==> src/rtl/pirdsp_pkg.sv <==
// -----------------------------------------------------------------------------
// pirdsp_pkg
//   Shared definitions for the PIRDSP slice: datapath widths and the USE_SIMD
//   mode encoding seen by the ALU and the P-register stage.
//
//   Contents:
//     PIRDSP_P_WIDTH  - width of S / P / PATTERN / MASK (45)
//     PIRDSP_CARRY_W  - SIMD carry bus width, 2 bits x 8 ALU segments (16)
//     use_simd_e      - USE_SIMD mode encoding
//     simd_lanes()    - number of parallel lanes implied by a USE_SIMD mode
// -----------------------------------------------------------------------------
package pirdsp_pkg;

  localparam int PIRDSP_P_WIDTH = 45;
  localparam int PIRDSP_CARRY_W = 16;

  typedef enum logic [1:0] {
    mode_27x18   = 2'b00,
    mode_sum_9x9 = 2'b01,
    mode_sum_4x4 = 2'b10,
    mode_sum_2x2 = 2'b11
  } use_simd_e;

  // Lane count per mode; handy for downstream unpacking of P. The P stage
  // itself never looks at it because detection always spans the full word.
  function automatic int simd_lanes(input use_simd_e mode);
    case (mode)
      mode_27x18:   return 1;
      mode_sum_9x9: return 2;
      mode_sum_4x4: return 4;
      default:      return 8;
    endcase
  endfunction

endpackage

==> src/rtl/pirdsp_pattern_compare.sv <==
// -----------------------------------------------------------------------------
// pirdsp_pattern_compare
//   Purely combinational masked compare of the ALU result against a pattern
//   and against the pattern's complement.
//
//   Ports:
//     S       in  WIDTH  ALU result
//     PATTERN in  WIDTH  compare pattern
//     MASK    in  WIDTH  1 = bit ignored in both compares
//     pd      out 1      (S & ~MASK) == (PATTERN & ~MASK)
//     pdb     out 1      (S & ~MASK) == (~PATTERN & ~MASK)
// -----------------------------------------------------------------------------
module pirdsp_pattern_compare
  import pirdsp_pkg::*;
#(
  parameter int WIDTH = PIRDSP_P_WIDTH
) (
  input  logic [WIDTH-1:0] S,
  input  logic [WIDTH-1:0] PATTERN,
  input  logic [WIDTH-1:0] MASK,
  output logic             pd,
  output logic             pdb
);

  logic [WIDTH-1:0] bit_match;
  logic [WIDTH-1:0] bit_match_bar;

  // Per-bit match: a masked bit always matches. For the complement compare an
  // unmasked bit matches when S differs from PATTERN.
  generate
    for (genvar gi = 0; gi < WIDTH; gi++) begin : g_bit
      assign bit_match[gi]     = MASK[gi] | (S[gi] ~^ PATTERN[gi]);
      assign bit_match_bar[gi] = MASK[gi] | (S[gi] ^ PATTERN[gi]);
    end
  endgenerate

  assign pd  = &bit_match;
  assign pdb = &bit_match_bar;

endmodule

==> src/rtl/pirdsp_p_register_pattern_detect.sv <==
// -----------------------------------------------------------------------------
// pirdsp_p_register_pattern_detect
//   Output stage after the PIRDSP 45-bit SIMD ALU. Registers S into P together
//   with the 16 segment carries and the USE_SIMD mode, registers the masked
//   pattern / pattern-bar detects, and derives OVERFLOW / UNDERFLOW from a
//   one-deep history of those detects. P feeds the accumulate path.
//
//   Ports:
//     clk                  in  1        rising-edge clock
//     reset                in  1        synchronous active-high, overrides CEP
//     CEP                  in  1        clock enable for every register here
//     USE_SIMD             in  2        SIMD mode, carried alongside P
//     S                    in  WIDTH    ALU result
//     result_SIMD_carry_in in  CARRY_W  ALU segment carries
//     PATTERN              in  WIDTH    compare pattern
//     MASK                 in  WIDTH    1 = bit ignored in compare
//     P                    out WIDTH    registered result
//     CARRY_Q              out CARRY_W  registered segment carries
//     USE_SIMD_Q           out 2        USE_SIMD aligned with P
//     PATTERNDETECT        out 1        registered pattern match
//     PATTERNBDETECT       out 1        registered pattern-bar match
//     OVERFLOW             out 1        previous PD, now neither PD nor PDB
//     UNDERFLOW            out 1        previous PDB, now neither PD nor PDB
//
//   Build option:
//     PIRDSP_AUTORESET_PATDET_EN - when defined, a CEP edge that sees a
//       registered PATTERNDETECT clears P, CARRY_Q and both detects instead of
//       loading them (terminal-count accumulators). The detect history still
//       loads so the terminal match is remembered.
// -----------------------------------------------------------------------------
module pirdsp_p_register_pattern_detect
  import pirdsp_pkg::*;
#(
  parameter int WIDTH   = PIRDSP_P_WIDTH,
  parameter int CARRY_W = PIRDSP_CARRY_W
) (
  input  logic               clk,
  input  logic               reset,
  input  logic               CEP,
  input  logic [1:0]         USE_SIMD,
  input  logic [WIDTH-1:0]   S,
  input  logic [CARRY_W-1:0] result_SIMD_carry_in,
  input  logic [WIDTH-1:0]   PATTERN,
  input  logic [WIDTH-1:0]   MASK,
  output logic [WIDTH-1:0]   P,
  output logic [CARRY_W-1:0] CARRY_Q,
  output logic [1:0]         USE_SIMD_Q,
  output logic               PATTERNDETECT,
  output logic               PATTERNBDETECT,
  output logic               OVERFLOW,
  output logic               UNDERFLOW
);

  logic               pd_next;
  logic               pdb_next;
  logic               autoreset_hit;

  logic [WIDTH-1:0]   p_reg;
  logic [CARRY_W-1:0] carry_reg;
  use_simd_e          simd_reg;
  logic               pd_reg;
  logic               pdb_reg;
  logic               pd_past_reg;
  logic               pdb_past_reg;

  pirdsp_pattern_compare #(
    .WIDTH (WIDTH)
  ) u_compare (
    .S       (S),
    .PATTERN (PATTERN),
    .MASK    (MASK),
    .pd      (pd_next),
    .pdb     (pdb_next)
  );

`ifdef PIRDSP_AUTORESET_PATDET_EN
  // Autoreset keys off the registered detect, i.e. the match seen last edge.
  assign autoreset_hit = pd_reg;
`else
  assign autoreset_hit = 1'b0;
`endif

  always_ff @(posedge clk) begin
    if (reset) begin
      p_reg        <= '0;
      carry_reg    <= '0;
      simd_reg     <= mode_27x18;
      pd_reg       <= 1'b0;
      pdb_reg      <= 1'b0;
      pd_past_reg  <= 1'b0;
      pdb_past_reg <= 1'b0;
    end else if (CEP) begin
      // History always captures the detects as they stood before this edge,
      // including the terminal match that triggers an autoreset.
      pd_past_reg  <= pd_reg;
      pdb_past_reg <= pdb_reg;
      simd_reg     <= use_simd_e'(USE_SIMD);
      if (autoreset_hit) begin
        p_reg     <= '0;
        carry_reg <= '0;
        pd_reg    <= 1'b0;
        pdb_reg   <= 1'b0;
      end else begin
        p_reg     <= S;
        carry_reg <= result_SIMD_carry_in;
        pd_reg    <= pd_next;
        pdb_reg   <= pdb_next;
      end
    end
  end

  assign P              = p_reg;
  assign CARRY_Q        = carry_reg;
  assign USE_SIMD_Q     = simd_reg;
  assign PATTERNDETECT  = pd_reg;
  assign PATTERNBDETECT = pdb_reg;

  // Built only from flops, so no input glitch can reach these flags.
  assign OVERFLOW  = pd_past_reg  & ~pd_reg & ~pdb_reg;
  assign UNDERFLOW = pdb_past_reg & ~pd_reg & ~pdb_reg;

endmodule

==> config.mk <==
export PLATFORM = sky130hd
export DESIGN_NAME = pirdsp_p_register_pattern_detect
export DESIGN_NICKNAME = d
export VERILOG_FILES = /design/src/rtl/pirdsp_pkg.sv /design/src/rtl/pirdsp_pattern_compare.sv /design/src/rtl/pirdsp_p_register_pattern_detect.sv
export SDC_FILE = /design/constraint.sdc
export NUM_CORES = 1
export LEC_CHECK = 0
export CAP_MARGIN = 30
export CORE_ASPECT_RATIO = 0.8
export CORE_MARGIN = 2
export CORE_UTILIZATION = 39
export CTS_CLUSTER_DIAMETER = 100
export CTS_CLUSTER_SIZE = 16
export DETAILED_ROUTE_END_ITERATION = 12
export PLACE_DENSITY_LB_ADDON = 0.08
export SLEW_MARGIN = 20
export SYNTH_ARGS = -nofsm -noshare
export SYNTH_HDL_FRONTEND = slang
export SYNTH_HIERARCHICAL = 1
export SYNTH_SLANG_ARGS = --single-unit
==> constraint.sdc <==
create_clock -name clk -period 3.08 [get_ports clk]
set_clock_uncertainty 0.1 [all_clocks]
set_input_delay 0.616 -clock clk [delete_from_list [all_inputs] [get_ports clk]]
set_output_delay 0.616 -clock clk [all_outputs]
set_load 0.01 [all_outputs]
==> flow_summary.toml <==
[sta]
fmax_mhz = 453
hold_violations = 0
max_slew.worst_pin.slew_ps = 755
post-route-period-util_pct = 71.6
holdWs_ps = 395
drv_slew = 0
relSlewSlack_pct = 49.6
period_minus_slack_ps = 2210
setup_viol = 0
fin_tns_setup_ps = 0
grt_setup_unrepaired = "false"

[finish]
final_cell_mix = "220 x clkdlybuf4s50_1, 69 x nor2_1, 67 x dfxtp_1, 67 x mux2i_1, 45 x xnor2_1"
fin_util_pct = 69.7
drive_gt1_share_pct = 4.24
diodes = 0
largest_reg_flops = 45
mostFrequentLayoutCell = "clkdlybuf4s50_1"
syn2layout_area_growth_pct = 73.8
nets = 741

[synth]
seq_area_frac_synth_pct = 39.4
netlist_area_um2 = 3400
synth_flop_cell = "dfxtp_1"
synth_fp_nets = 519
synth_edf_count = 0
yosys_warnings = 6
synth_cell_type_count = 23
ys_ff_latch = 67
syn_avg_cell_area_um2 = 9.37
synthArstFlopShare_pct = 0
syn_inst = 363

[die]
placementRows = 30
fp.dieW_um = 108
io_pins = 223
coreArea_um2 = 8480
initial_core_util_pct = 40.1
die_height_um = 87.5
die_area_um2 = 9490

[critical_path]
crit_type = "register to output port"
r2r-end = "pdb_past_reg"
cp_data_required_time_ps = 2360
rr_worst_depth = 2
end_kind = "output port"
startpoint_type = "register"
r2r_start = "PATTERNBDETECT"
crit_fanout = 5
r2r_slack_ps = 2260
arrival_ps = 1490

[drt]
routedWlPerCell_um = 16.5
drt_iter0_drc = 115
vias = 3379
antenna_left = 0
dr.pass1.iters = 4
drt-total-wl_mm = 11.6
viasPerCell = 4.82
post-route-drc-count = 0

[power]
p_leak_nw = 2.41
power_density_nw_per_um2 = 433
ir_worst_vdd_uv = 256

[hold_path]
whs_path_depth = 2
worstHoldEndpoint = "CARRY_Q[2]"
hold_start = "CARRY_Q[2]"
hold_path.class = "register to register"

[clock_tree]
clk_latency_ps = 340
cts.repair.resized = 0
post_cts_buffers = 0
hold_buffers = 0
cts_root_buffer = "clkbuf_8"
htreeDepth = 3
cts_tree = "yes"
numCtsBuffers = 9
clock_path_buffers = 2
path_clk_slew_ps = 80
cts_sinks = 67

[global_route]
antenna_found_initial = 0
grt_usage_pct = 23.9
grt_pass1_vias = 3424
grt.overflow.total = 0
grt_pass1_wl_mm = 17.2
grt_max_degree = 68

[place]
dp_hpwl_mm = 9.34
routabilityCongestion = 0.776
portBuffers = 222

[job]
maxCapViolations = 0

[run_status]
status = "complete, no violations"
-- worst max-delay path by stage --
stage                         from        endpoint  slack (ps)  depth (start not counted)
CTS                 PATTERNBDETECT        OVERFLOW         860                          2
detailed placement           S[25]   PATTERNDETECT         650                          8
finish              PATTERNBDETECT        OVERFLOW         870                          2
global placement             S[38]   PATTERNDETECT         720                          8
floorplan                     S[6]  PATTERNBDETECT        1360                          7
global route                 S[25]   PATTERNDETECT         830                          8
-- power by group --
part	internal [mW]	total, mW	leakage, nW	switching [mW]
clock network	0.620	0.984	0.130	0.364
logic	0.382	0.633	1.72	0.252
registers	0.915	0.939	0.553	0.0245
total	1.92	2.56	2.41	0.640
-- per-layer routing --
layer | share of wire (%) | global-route usage (%)
met1 | 41 | 27.9
met2 | 48 | 40.9
met3 | 9.5 | 8.68
met4 | 1.9 | 8.16
met5 | 0 | 0
-- final cells by class --
class	count	area (um2)
Inverter	19	72.6
Tap cell	112	140
Sequential cell	67	1340
Multi-Input combinational cell	262	1850
Clock inverter	6	138
Timing Repair Buffer	226	2240
Fill cell	723	2570
Clock buffer	9	124
-- critical path, stage by stage (launching register included) --
cell and delay, ps:
dfxtp_1 370, nor3b_1 210, clkdlybuf4s50_1 570
-- stage by stage --
stage / total power, mW / area, um2 / cells / setup WS (ps)
after floorplan: 1.22 / 3400 / 363 / 1360
after global placement: 1.58 / 5650 / 686 / 720
after detailed placement: 1.59 / 5650 / 686 / 654
after CTS: 2.57 / 5910 / 701 / 858
after global routing: 2.66 / 5910 / 701 / 828
final: 2.56 / 5910 / 701 / 874
-- Yosys cell counts (2+ instances only) --
library cell / n / share of area (%)
buf_4: 4 / 0.88
o22ai_1: 22 / 4.0
a22oi_1: 8 / 1.8
nor4_1: 6 / 1.1
nand3_1: 3 / 0.44
mux2i_1: 67 / 20
nor2_1: 69 / 7.6
nand2b_1: 26 / 4.8
xnor2_1: 45 / 12
nor3_1: 2 / 0.29
nand4_1: 6 / 1.1
clkbuf_1: 6 / 0.66
buf_12: 4 / 2.4
inv_1: 18 / 2.0
nand3_2: 2 / 0.59
nor3b_1: 2 / 0.44
dfxtp_1: 67 / 39
-- kinds of logic after synthesis --
logic type | Yosys count | synth area share, %
xor+xnor | 45 | 11.6
simple gates | 119 | 17.0
buf+inv | 34 | 6.18
flops | 67 | 39.4
mux | 67 | 19.7
compound gates | 31 | 6.11
No activity file was read; power rests on OpenSTA's default activity.
